File: src/rtl/ahb_pkg.sv
// Shared AHB codes, error-FSM state type and region-bound helper for the
// parametrised AHB slave front end.
package ahb_pkg;

    localparam logic [1:0] HTRANS_IDLE   = 2'b00;
    localparam logic [1:0] HTRANS_BUSY   = 2'b01;
    localparam logic [1:0] HTRANS_NONSEQ = 2'b10;
    localparam logic [1:0] HTRANS_SEQ    = 2'b11;

    localparam logic [1:0] HRESP_OKAY  = 2'b00;
    localparam logic [1:0] HRESP_ERROR = 2'b01;

    typedef enum logic [1:0] {
        OK   = 2'b00,
        ERR1 = 2'b01,
        ERR2 = 2'b10
    } err_state_t;

    // Exclusive end of region idx; wide enough that the top region never wraps.
    function automatic logic [63:0] region_end(input logic [63:0] base,
                                               input int unsigned idx,
                                               input int unsigned shift);
        return base + ((64'(idx) + 64'd1) << shift);
    endfunction

endpackage

File: src/rtl/ahb_slave_if_param_if.sv
// Bus-side signal bundle for ahb_slave_if_param: AHB inputs, bridge
// handshake and the pipelined outputs toward the bridge FSM.
interface ahb_slave_if_param_if #(
    parameter int unsigned ADDR_W  = 32,
    parameter int unsigned DATA_W  = 32,
    parameter int unsigned NUM_SLV = 3
);
    logic                Hwrite;
    logic                Hreadyin;
    logic [1:0]          Htrans;
    logic [ADDR_W-1:0]   Haddr;
    logic [DATA_W-1:0]   Hwdata;
    logic [DATA_W-1:0]   Prdata;
    logic                bridge_ready;

    logic                valid;
    logic [ADDR_W-1:0]   Haddr1;
    logic [ADDR_W-1:0]   Haddr2;
    logic [DATA_W-1:0]   Hwdata1;
    logic [DATA_W-1:0]   Hwdata2;
    logic                Hwritereg;
    logic                Hwritereg1;
    logic [NUM_SLV-1:0]  tempselx;
    logic [DATA_W-1:0]   Hrdata;
    logic [1:0]          Hresp;
    logic                Hreadyout;

    modport slave (
        input  Hwrite, Hreadyin, Htrans, Haddr, Hwdata, Prdata, bridge_ready,
        output valid, Haddr1, Haddr2, Hwdata1, Hwdata2, Hwritereg, Hwritereg1,
               tempselx, Hrdata, Hresp, Hreadyout
    );

    modport master (
        output Hwrite, Hreadyin, Htrans, Haddr, Hwdata, Prdata, bridge_ready,
        input  valid, Haddr1, Haddr2, Hwdata1, Hwdata2, Hwritereg, Hwritereg1,
               tempselx, Hrdata, Hresp, Hreadyout
    );

endinterface

File: src/rtl/ahb_addr_decoder.sv
// Combinational decode of Haddr into NUM_SLV equal power-of-two regions
// starting at BASE_ADDR; produces a one-hot select and a mapped flag.
module ahb_addr_decoder
    import ahb_pkg::*;
#(
    parameter int unsigned        ADDR_W       = 32,
    parameter int unsigned        NUM_SLV      = 3,
    parameter logic [ADDR_W-1:0]  BASE_ADDR    = 32'h8000_0000,
    parameter int unsigned        REGION_SHIFT = 26
) (
    input  logic [ADDR_W-1:0]  Haddr,
    output logic [NUM_SLV-1:0] sel,
    output logic               mapped
);

    logic [ADDR_W:0] addr_ext;
    assign addr_ext = {1'b0, Haddr};

    // Bounds are compared one bit wider than the bus so an end of 2^ADDR_W stays exact.
    for (genvar g = 0; g < NUM_SLV; g++) begin : g_region
        localparam logic [ADDR_W:0] LO =
            (ADDR_W+1)'(64'(BASE_ADDR) + (64'(g) << REGION_SHIFT));
        localparam logic [ADDR_W:0] HI =
            (ADDR_W+1)'(region_end(64'(BASE_ADDR), g, REGION_SHIFT));
        assign sel[g] = (addr_ext >= LO) && (addr_ext < HI);
    end

    assign mapped = |sel;

endmodule

File: src/rtl/ahb_slave_if_param.sv
// AHB slave front end for the AHB-to-APB bridge: region decode, address/data/
// direction pipeline with wait-state hold, and a two-cycle ERROR response.
module ahb_slave_if_param
    import ahb_pkg::*;
#(
    parameter int unsigned        ADDR_W       = 32,
    parameter int unsigned        DATA_W       = 32,
    parameter int unsigned        NUM_SLV      = 3,
    parameter logic [ADDR_W-1:0]  BASE_ADDR    = 32'h8000_0000,
    parameter int unsigned        REGION_SHIFT = 26
) (
    input logic                  Hclk,
    input logic                  Hresetn,
    ahb_slave_if_param_if.slave  bus
);

    logic [NUM_SLV-1:0] sel;
    logic               mapped;
    logic               active;

    logic [ADDR_W-1:0]  haddr1_q, haddr2_q;
    logic [DATA_W-1:0]  hwdata1_q, hwdata2_q;
    logic               hwrite1_q, hwrite2_q;

    err_state_t         state_q;
    logic [1:0]         hresp_q;
    logic               err_rdy_q;

    ahb_addr_decoder #(
        .ADDR_W       (ADDR_W),
        .NUM_SLV      (NUM_SLV),
        .BASE_ADDR    (BASE_ADDR),
        .REGION_SHIFT (REGION_SHIFT)
    ) u_dec (
        .Haddr  (bus.Haddr),
        .sel    (sel),
        .mapped (mapped)
    );

    assign active = (bus.Htrans == HTRANS_NONSEQ) || (bus.Htrans == HTRANS_SEQ);

    always_ff @(posedge Hclk or negedge Hresetn) begin
        if (!Hresetn) begin
            haddr1_q  <= '0;
            haddr2_q  <= '0;
            hwdata1_q <= '0;
            hwdata2_q <= '0;
            hwrite1_q <= 1'b0;
            hwrite2_q <= 1'b0;
        end else if (bus.Hreadyin) begin
            haddr1_q  <= bus.Haddr;
            haddr2_q  <= haddr1_q;
            hwdata1_q <= bus.Hwdata;
            hwdata2_q <= hwdata1_q;
            hwrite1_q <= bus.Hwrite;
            hwrite2_q <= hwrite1_q;
        end
    end

    // err_rdy_q pre-computes the ERR2 Hreadyout so only the OK case is combinational.
    always_ff @(posedge Hclk or negedge Hresetn) begin
        if (!Hresetn) begin
            state_q   <= OK;
            hresp_q   <= HRESP_OKAY;
            err_rdy_q <= 1'b0;
        end else begin
            case (state_q)
                OK: begin
                    if (bus.Hreadyin && active && !mapped) begin
                        state_q   <= ERR1;
                        hresp_q   <= HRESP_ERROR;
                        err_rdy_q <= 1'b0;
                    end
                end
                ERR1: begin
                    state_q   <= ERR2;
                    hresp_q   <= HRESP_ERROR;
                    err_rdy_q <= 1'b1;
                end
                ERR2: begin
                    state_q   <= OK;
                    hresp_q   <= HRESP_OKAY;
                    err_rdy_q <= 1'b0;
                end
                default: begin
                    state_q   <= OK;
                    hresp_q   <= HRESP_OKAY;
                    err_rdy_q <= 1'b0;
                end
            endcase
        end
    end

    assign bus.valid      = Hresetn && bus.Hreadyin && active && mapped && (state_q == OK);
    assign bus.tempselx   = Hresetn ? sel : '0;
    assign bus.Haddr1     = haddr1_q;
    assign bus.Haddr2     = haddr2_q;
    assign bus.Hwdata1    = hwdata1_q;
    assign bus.Hwdata2    = hwdata2_q;
    assign bus.Hwritereg  = hwrite1_q;
    assign bus.Hwritereg1 = hwrite2_q;
    assign bus.Hrdata     = bus.Prdata;
    assign bus.Hresp      = hresp_q;
    assign bus.Hreadyout  = (state_q == OK) ? bus.bridge_ready : err_rdy_q;

endmodule

File: src/flat_wrapper.sv
// flat-port wrapper written by rule: the top's interface ports become plain ports
module ahb_slave_if_param_flat import ahb_pkg::*;
#(
    parameter int unsigned        ADDR_W       = 32,
    parameter int unsigned        DATA_W       = 32,
    parameter int unsigned        NUM_SLV      = 3,
    parameter logic [ADDR_W-1:0]  BASE_ADDR    = 32'h8000_0000,
    parameter int unsigned        REGION_SHIFT = 26
)
  (Hclk, Hresetn, bus_Hwrite, bus_Hreadyin, bus_Htrans, bus_Haddr, bus_Hwdata, bus_Prdata, bus_bridge_ready, bus_valid, bus_Haddr1, bus_Haddr2, bus_Hwdata1, bus_Hwdata2, bus_Hwritereg, bus_Hwritereg1, bus_tempselx, bus_Hrdata, bus_Hresp, bus_Hreadyout);
  ahb_slave_if_param_if #(.ADDR_W(ADDR_W), .DATA_W(DATA_W), .NUM_SLV(NUM_SLV)) bus_i ();
  input logic Hclk;
  input logic Hresetn;
  input wire logic [$bits(bus_i.Hwrite)-1:0] bus_Hwrite;
  input wire logic [$bits(bus_i.Hreadyin)-1:0] bus_Hreadyin;
  input wire logic [$bits(bus_i.Htrans)-1:0] bus_Htrans;
  input wire logic [$bits(bus_i.Haddr)-1:0] bus_Haddr;
  input wire logic [$bits(bus_i.Hwdata)-1:0] bus_Hwdata;
  input wire logic [$bits(bus_i.Prdata)-1:0] bus_Prdata;
  input wire logic [$bits(bus_i.bridge_ready)-1:0] bus_bridge_ready;
  output wire logic [$bits(bus_i.valid)-1:0] bus_valid;
  output wire logic [$bits(bus_i.Haddr1)-1:0] bus_Haddr1;
  output wire logic [$bits(bus_i.Haddr2)-1:0] bus_Haddr2;
  output wire logic [$bits(bus_i.Hwdata1)-1:0] bus_Hwdata1;
  output wire logic [$bits(bus_i.Hwdata2)-1:0] bus_Hwdata2;
  output wire logic [$bits(bus_i.Hwritereg)-1:0] bus_Hwritereg;
  output wire logic [$bits(bus_i.Hwritereg1)-1:0] bus_Hwritereg1;
  output wire logic [$bits(bus_i.tempselx)-1:0] bus_tempselx;
  output wire logic [$bits(bus_i.Hrdata)-1:0] bus_Hrdata;
  output wire logic [$bits(bus_i.Hresp)-1:0] bus_Hresp;
  output wire logic [$bits(bus_i.Hreadyout)-1:0] bus_Hreadyout;
  assign bus_i.Hwrite = bus_Hwrite;
  assign bus_i.Hreadyin = bus_Hreadyin;
  assign bus_i.Htrans = bus_Htrans;
  assign bus_i.Haddr = bus_Haddr;
  assign bus_i.Hwdata = bus_Hwdata;
  assign bus_i.Prdata = bus_Prdata;
  assign bus_i.bridge_ready = bus_bridge_ready;
  assign bus_valid = bus_i.valid;
  assign bus_Haddr1 = bus_i.Haddr1;
  assign bus_Haddr2 = bus_i.Haddr2;
  assign bus_Hwdata1 = bus_i.Hwdata1;
  assign bus_Hwdata2 = bus_i.Hwdata2;
  assign bus_Hwritereg = bus_i.Hwritereg;
  assign bus_Hwritereg1 = bus_i.Hwritereg1;
  assign bus_tempselx = bus_i.tempselx;
  assign bus_Hrdata = bus_i.Hrdata;
  assign bus_Hresp = bus_i.Hresp;
  assign bus_Hreadyout = bus_i.Hreadyout;
  ahb_slave_if_param #(.ADDR_W(ADDR_W), .DATA_W(DATA_W), .NUM_SLV(NUM_SLV), .BASE_ADDR(BASE_ADDR), .REGION_SHIFT(REGION_SHIFT)) u_core (.Hclk(Hclk), .Hresetn(Hresetn), .bus(bus_i));
endmodule
File: config.mk
export PLATFORM = sky130hd
export DESIGN_NAME = ahb_slave_if_param_flat
export DESIGN_NICKNAME = d
export VERILOG_FILES = /design/src/rtl/ahb_pkg.sv /design/src/rtl/ahb_slave_if_param_if.sv /design/src/rtl/ahb_addr_decoder.sv /design/src/rtl/ahb_slave_if_param.sv /design/src/flat_wrapper.sv
export SDC_FILE = /design/constraint.sdc
export NUM_CORES = 1
export LEC_CHECK = 0
export ABC_AREA = 0
export CAP_MARGIN = 20
export CORE_AREA = 2 2 159 83
export CTS_BUF_LIST = sky130_fd_sc_hd__clkbuf_4 sky130_fd_sc_hd__clkbuf_8
export CTS_CLUSTER_SIZE = 25
export DETAILED_ROUTE_END_ITERATION = 8
export DIE_AREA = 0 0 161 85
export PLACE_DENSITY = 0.86
export SYNTH_ARGS = -nofsm -noshare
export SYNTH_HDL_FRONTEND = slang
export SYNTH_HIERARCHICAL = 1
export SYNTH_SLANG_ARGS = --single-unit
export TNS_END_PERCENT = 100
File: constraint.sdc
create_clock -name Hclk -period 3.6 [get_ports Hclk]
set_input_delay 0.54 -clock Hclk [delete_from_list [all_inputs] [get_ports Hclk]]
set_output_delay 0.54 -clock Hclk [all_outputs]
set_load 0.005 [all_outputs]
* Word level (Yosys, flattened, before mapping)
Cells that the tools add are included.
Word-level totals: register bits after elaboration 135, bits in latches 0, memory bits (writable) 0, ROM bits 0, input bits 103, output and inout port bits 169, word-level logic and storage cells 39, memories kept 0
Operators by class: add/subtract/negate cells 0, multiply operators 0, divide/modulo/power cells 0, magnitude comparators 6, eq/ne operators 4, shift-type cells 0, muxes and demuxes 7, bitwise gates (word level) 0, reductions and logical operators 13
Operators with widths (number):
- $ge A32 B32 Y1 const B | 3
- $lt A32 B32 Y1 const B | 3
- $logic_and A1 B1 Y1 | 9
- $pmux W2 S2 | 2
- $eq A2 B2 Y1 const B | 2
- $mux W3 | 1
- $reduce_or A3 Y1 | 1
- $eq A2 B1 Y1 const B | 1
- $logic_not A2 Y1 | 1
- $mux W1 | 2
- $mux W2 | 1
- $ne A2 B1 Y1 const B | 1
- $pmux W1 S2 | 1
- $logic_not A1 Y1 | 1
- $logic_or A1 B1 Y1 | 1

* Longest topological paths before layout
Gate-level depths: netlist of the first run.
depth in word-level cells 7, gate-level depth with buffers 5, mapped depth without buffers 4

* Hierarchy
The synthesis of the first run kept the hierarchy.
Modules (own cells, without submodules):
- ahb_slave_if_param | times used 1, cells an instance 324, area an instance 5258.8 um^2, sequential area each 3328.2 um^2
- ahb_addr_decoder | times used 1, cells an instance 5, area an instance 48.8 um^2, sequential area each 0.0 um^2

* Worst setup path before layout of the first run
OpenSTA, ideal clock, no wires.
kind in2out, start input bus_Haddr[30], end output bus_valid, data arrival time 1533 ps, data required time 3060 ps, slack 1527 ps, stages on the path 4, path buffers 0, path through or4b_4 > a21oi_1 > nand2_1 > nor4_2
On the way: longest elaborated chain between the ends 5, elaborated cells on any way between the ends 12
Ends and longest elaborated chain:
- start: declaration | RTL line flat_wrapper.sv:17 | input wire logic [$bits(bus_i.Haddr)-1:0] bus_Haddr;
- $ge A32 B32 Y1 / $lt A32 B32 Y1 (equally long branches) | RTL line ahb_addr_decoder.sv:25 | assign sel[g] = (addr_ext >= LO) && (addr_ext < HI);
- $logic_and A1 B1 Y1 | RTL line ahb_addr_decoder.sv:25
- $reduce_or A3 Y1 (*) | RTL line ahb_addr_decoder.sv:28 | assign mapped = |sel;
- named net u_core.mapped | RTL line ahb_slave_if_param.sv:18 | logic mapped;
- $logic_and A1 B1 Y1 (*) (2 in series) | RTL line ahb_slave_if_param.sv:94 | assign bus.valid = Hresetn && bus.Hreadyin && active && mapped && (state_q == OK);
- end: declaration | RTL line flat_wrapper.sv:21 | output wire logic [$bits(bus_i.valid)-1:0] bus_valid;
Mark *: on every way through the listed nets, which the timed path passes. The rest lies on a longest branch.

* Final worst setup path of the first run
start input bus_Haddr[28], end output bus_valid
Same word-level chain as after synthesis.

==> flow_summary.yaml, run 1 <==
worst_setup_path:
  worst_setup_path_end_kind: "output port"
  path_common_cell: "clkdlybuf4s50_1"
  cp_cell_sequence: "clkdlybuf4s50_1 -> or4b_4 -> a21oi_1 -> nand2_1 -> nor4_2 -> clkdlybuf4s50_1"
  path_max_fanout: 4
  critPathTopFamily: "buffers and inverters"
  cpPeakStageDelay_ns: 0.58
  worstSetupPathType: "in2out"
  cp_num_buf_inv: 2
  worstPathArrival_ns: 2.64
  critPathSlowestCell: "or4b_4"
  cp.required_ns: 3.06
  critical_path.startpoint_type: "input port"
clock_tree:
  cts.repair.resized: 0
  clk_latency_ns: 0.43
  cts_sinks: 133
  cts_hold_buf: 1
  root_buffer: "clkbuf_8"
  cts_tree: "done"
  cts_made_buffers: 17
  htreeDepth: 4
  clock_path_buffers: 2
  cts_setup_buffers: 0
  path_clk_slew_ns: 0.08
pwr:
  peakVddDrop_mv: 0.2191
  sequentialPowerShare_pct: 47.3
  power_density_nw_per_um2: 498.2
  intPower_uw: 2850
  clkPwrFrac_pct: 32.7
  p_switching_uw: 946.5
  switching_share_pct: 24.93
  p_leak_uw: 0.003136
  p_comb_share_pct: 20.0
global_routing:
  grt_max_degree: 69
  grt_pass1_wl_mm: 18.80
  antenna_found_initial: 0
  first_global_vias: 3574
  grt_use_total_pct: 17.88
  grt-ovfl-total: 0
layout:
  mostFrequentLayoutCells: "203 x clkdlybuf4s50_1, 133 x dfrtp_1, 130 x mux2_2, 17 x clkbuf_8, 6 x buf_4"
  syn_to_final_growth_pct: 43.56
  diodes: 0
  num-fill-cells: 922
  drive_above_1_share_pct: 33.08
  final_area_um2: 7620
  layout_commonest_cell: "clkdlybuf4s50_1"
  final_cells: 693
  final_nets: 613
routing:
  drt-initial-drc-count: 128
  post-route-drc-count: 0
  ant_nets: 0
  via_per_inst: 4.677
  wl_mm: 11.78
  wl_per_cell_um: 17.00
  dr.pass1.iters: 4
  route.vias.total: 3241
logic_synthesis:
  syn_area_um2: 5308
  async_reset_ff_share_pct: 100.0
  synth.avg_cell_area_um2: 16.13
  ys_ff_latch: 133
  synth_nets: 432
  yosys_warnings: 6
  synth_edf_count: 0
  synth_cell_types: 20
  ys.flop_type: "dfrtp_1"
  synth_cells: 329
  ys_seq_area_share_pct: 62.71
timing:
  skew_ns: 0.01362
  holdWs_ns: 0.4013
  layout_worst_path_cycle_share_pct: 88.20
  drv_slew: 0
  fin_setup_tns_ns: 0
  tightestPinTransition_ns: 0.8400
  setup_viol: 0
  max_freq_mhz: 314.9
  min_period_ns: 3.175
  hold_viol: 0
  rsz0062_at_grt: "false"
  setup_slack_ns: 0.4246
  maxSlewHeadroom_pct: 44.00
placement:
  io_buffers: 205
  placed_cell_area_um2: 7212
  place_inst: 660
  hpwl_mm: 8.642
  place_ws_ns: 0.4147
  gp_congestion: 0.7761
run:
  cap_violations: 0
outcome:
  status: "finished, final reports clean"
die:
  die_w_um: 161
  start_util_pct: 43.02
  boundaryPins: 272
  rows: 29
  fp.coreArea_um2: 12340
  die_y_um: 85
  die_area_um2: 13690
min_path:
  hold_class: "in2reg"
-- state kept, by name (all words and copies together) (netlist names) --
name and count:
u_core/state_q 2, u_core/bus.Hwdata2 32, u_core/bus.Haddr2 32, u_core/bus.Hwritereg 1, u_core/bus.Hwritereg1 1, u_core/bus.Hwdata1 32
u_core/bus.Hresp 1, u_core/bus.Haddr1 32
-- power groups by stage --
stage	combinational (uW)	sequential [uW]	clock [uW]
final	759	1800	1240
after global routing	814	1820	1350
after CTS	773	1800	1290
after detailed placement	767	1830	0
after global placement	750	1810	0
after floorplan	253	1820	0
-- per-layer routing --
metal / global-route usage, % / vias to the layer above / share of wire [%]
li1: - / 1475 / -
met1: 20.17 / 1588 / 40
met2: 28.01 / 167 / 46
met3: 11.83 / 11 / 13
met4: 5.195 / 0 / 0.85
met5: 0 / - / 0
-- path summary, 6_finish.rpt --
| path | from | to | slack (ns) | depth (start not counted) |
|---|---|---|---|---|
| worst min-delay path | bus_Hreadyin | u_core/state_q[0]$_DFFE_PN0P_ | 0.40 | 3 |
| worst max-delay path | bus_Haddr[28] | bus_valid | 0.42 | 6 |
| min in group asynchronous | Hresetn | u_core/bus.Hresp[0]$_DFFE_PN0P_ | 0.50 | 2 |
| worst max register to register | u_core/state_q[1]$_DFFE_PN0P_ | u_core/state_q[0]$_DFFE_PN0P_ | 2.76 | 1 |
| max in group asynchronous | Hresetn | u_core/bus.Hwdata2[19]$_DFFE_PN0P_ | 2.06 | 3 |
| worst min register to register | u_core/bus.Haddr2[23]$_DFFE_PN0P_ | u_core/bus.Haddr2[23]$_DFFE_PN0P_ | 0.51 | 1 |
-- metrics by stage --
step | utilization (%) | power (uW)
floorplan | - | 2077
global placement | 58.46 | 2558
detailed placement | 58.46 | 2596
CTS | 61.76 | 3858
global route | 61.76 | 3989
finish | 61.76 | 3797
-- area by class of cell --
cell class	instances	area, um2	area share [%]
Timing Repair Buffer	210	2087	27.39
Clock inverter	13	148.9	1.954
Tap cell	170	212.7	2.791
Inverter	1	3.754	0.04926
Multi-Input combinational cell	147	1590	20.87
Sequential cell	133	3328	43.68
Clock buffer	19	249.0	3.268
-- Yosys cell counts, types with 2 or more instances --
cell     count  area, um2
dfrtp_1    133       3328
mux2_2     130       1464
buf_4       33      247.7
buf_6       10      112.6
buf_2        5      25.02
and2_1       3      18.77
nor3b_2      2      25.02
-- cells by family after synthesis --
kind of cell / Yosys count / synth area share [%]
other: 1 / 0.07065
muxes: 130 / 27.58
AOI/OAI and AO/OA: 4 / 0.5187
and+or+nand+nor: 12 / 1.791
DFF: 133 / 62.71
buffers and inverters: 49 / 7.331
(Power assumes the default switching activity.)
==> run 2: changes to the inputs <==
Settings changed: CELL_PAD_IN_SITES_DETAIL_PLACEMENT from default to 1, CELL_PAD_IN_SITES_GLOBAL_PLACEMENT from default to 1, CORE_AREA 2 2 159 83 to 2 2 180 94, DIE_AREA 0 0 161 85 to 0 0 182 96, PLACE_DENSITY 0.86 to default, PLACE_DENSITY_LB_ADDON from default to 0.1.
==> run 2 against run 1 <==
Sequential cell count is the same. Sequential power hardly changed. Via count rose by 1.7%. Die area grew 28%. Total power is 0.72% lower. Core utilization down 14 points. Critical path depth unchanged. First-iteration DRC count is 32% lower. Non-clock buffer count shrank 1. Register-to-register slack got worse by 0.03 ns. Hold slack improved by 0.037 ns. Critical endpoint unchanged. Highest routed layer unchanged.
==> flow_summary.yaml, run 2 (synthesized netlist as in run 1, its figures left out) <==
outcome:
  status: "finished, final reports clean"
routing:
  ant_nets: 0
  route.vias.total: 3295
  wl_mm: 13.09
  post-route-drc-count: 0
  drt-initial-drc-count: 87
  wl_per_cell_um: 17.88
  via_per_inst: 4.501
  dr.pass1.iters: 4
layout:
  mostFrequentLayoutCells: "203 x clkdlybuf4s50_1, 133 x dfrtp_1, 130 x mux2_2, 18 x clkbuf_8"
  multi_input_area_um2: 1590
  final_nets: 612
  diodes: 0
  final_area_um2: 7665
  num-fill-cells: 1595
  syn_to_final_growth_pct: 44.41
  postLayoutCoreUtil_pct: 48.09
  seqCellArea_um2: 3328
  drive_above_1_share_pct: 32.95
  layout_commonest_cell: "clkdlybuf4s50_1"
timing:
  hold_viol: 0
  holdWs_ns: 0.4381
  maxSlewHeadroom_pct: 41.54
  setup_viol: 0
  layout_worst_path_cycle_share_pct: 89.10
  drv_slew: 0
  fin_setup_tns_ns: 0
  rsz0062_at_grt: "false"
  tightestPinTransition_ns: 0.8769
  min_period_ns: 3.208
  max_freq_mhz: 311.8
  skew_ns: 0.009927
min_path:
  hold_class: "in2reg"
  hold_path.startpoint: "bus_Hreadyin"
  holdPathStages: 3
  min_to: "u_core/state_q[0]$_DFFE_PN0P_"
placement:
  io_buffers: 205
  placed_cell_area_um2: 7271
  hpwl_mm: 9.278
  gp_congestion: 0.7341
die:
  die_y_um: 96
  rows: 33
  die_area_um2: 17470
  boundaryPins: 272
  fp.coreArea_um2: 15940
  die_w_um: 182
  start_util_pct: 33.30
pwr:
  p_leak_uw: 0.003126
  peakVddDrop_mv: 0.1782
  power.total_uw: 3769
  power_density_nw_per_um2: 491.7
global_routing:
  grt_pass1_wl_mm: 20.17
  grt_max_degree: 131
  antenna_found_initial: 0
  grt-ovfl-total: 0
  grt_use_total_pct: 15.35
  first_global_vias: 3537
worst_setup_path:
  worstPathArrival_ns: 2.67
  critical_path.startpoint_type: "input port"
  cp.required_ns: 3.06
  path_max_fanout: 4
  worst_setup_path_end_kind: "output port"
  worstSetupPathType: "in2out"
  ff2ff_path_depth: 2
  ff2ff_setup_slack_ns: 2.73
  reg2reg_to: "u_core/bus.Hresp[0]$_DFFE_PN0P_"
  timing.rr.start: "u_core/state_q[1]$_DFFE_PN0P_"
clock_tree:
  cts_sinks: 133
  cts_setup_buffers: 0
  clk_latency_ns: 0.43
  cts_tree: "done"
  clock_path_buffers: 2
  htreeDepth: 4
  root_buffer: "clkbuf_8"
  cts_made_buffers: 17
  path_clk_slew_ns: 0.07
run:
  cap_violations: 0
==> run 2: cell count changes in the layout (fill, tap and decap cells not counted) <==
cell        delta
bufinv_16      -1
clkbuf_8       +1
buf_6          +1
buf_12         +1
clkinvlp_4     +1
buf_4          -3
clkinv_2       -1
==> run 2: worst max-delay path by stage <==
stage | end | startpoint | slack, ns
3_3_place_gp | bus_valid | bus_Haddr[30] | 0.46
2_1_floorplan | bus_valid | bus_Haddr[30] | 1.53
3_5_place_dp | bus_valid | bus_Haddr[30] | 0.41
4_1_cts | bus_valid | bus_Haddr[30] | 0.40
6_report | bus_valid | bus_Haddr[30] | 0.39
5_1_grt | bus_valid | bus_Haddr[30] | 0.36
==> run 2: worst max-delay path, cell delays in order <==
cell and delay (ns):
clkdlybuf4s50_1 0.43, or4b_4 0.59, a21oi_1 0.28, nand2_1 0.12
nor4_2 0.14, clkdlybuf4s50_1 0.56
==> run 2: timing repair <==
action	4_1_cts	5_1_grt
resized for setup	0	0
setup endpoints to repair	0	0
hold endpoints to repair	30	0
hold buffers	1	0
==> run 2: through the flow <==
step                std cells  setup slack, ns
finish                    732           0.3924
global route              732           0.3573
CTS                       732           0.3980
detailed placement        699           0.4053
global placement          699           0.4565
floorplan                 329            1.527
==> run 2: per-layer routing <==
metal	global-route usage [%]	part of all wire [%]	up-vias
li1	-	-	1472
met1	19.15	45	1673
met2	22.39	42	136
met3	9.383	12	14
met4	4.032	0.83	0
met5	0	0	-
==> run 2: final cells by class <==
cell class / count / area share, %
Clock inverter: 12 / 1.583
Clock buffer: 20 / 3.428
Sequential cell: 133 / 43.42
Tap cell: 210 / 3.428
Multi-Input combinational cell: 147 / 20.75
Inverter: 1 / 0.04897
Timing Repair Buffer: 209 / 27.34
==> run 2: power breakdown <==
part | total, uW | leakage, uW | switching [uW] | internal [uW]
Combinational | 773 | 0.00138 | 242 | 531
Clock | 1200 | 0.000184 | 613 | 591
Sequential | 1790 | 0.00156 | 113 | 1680
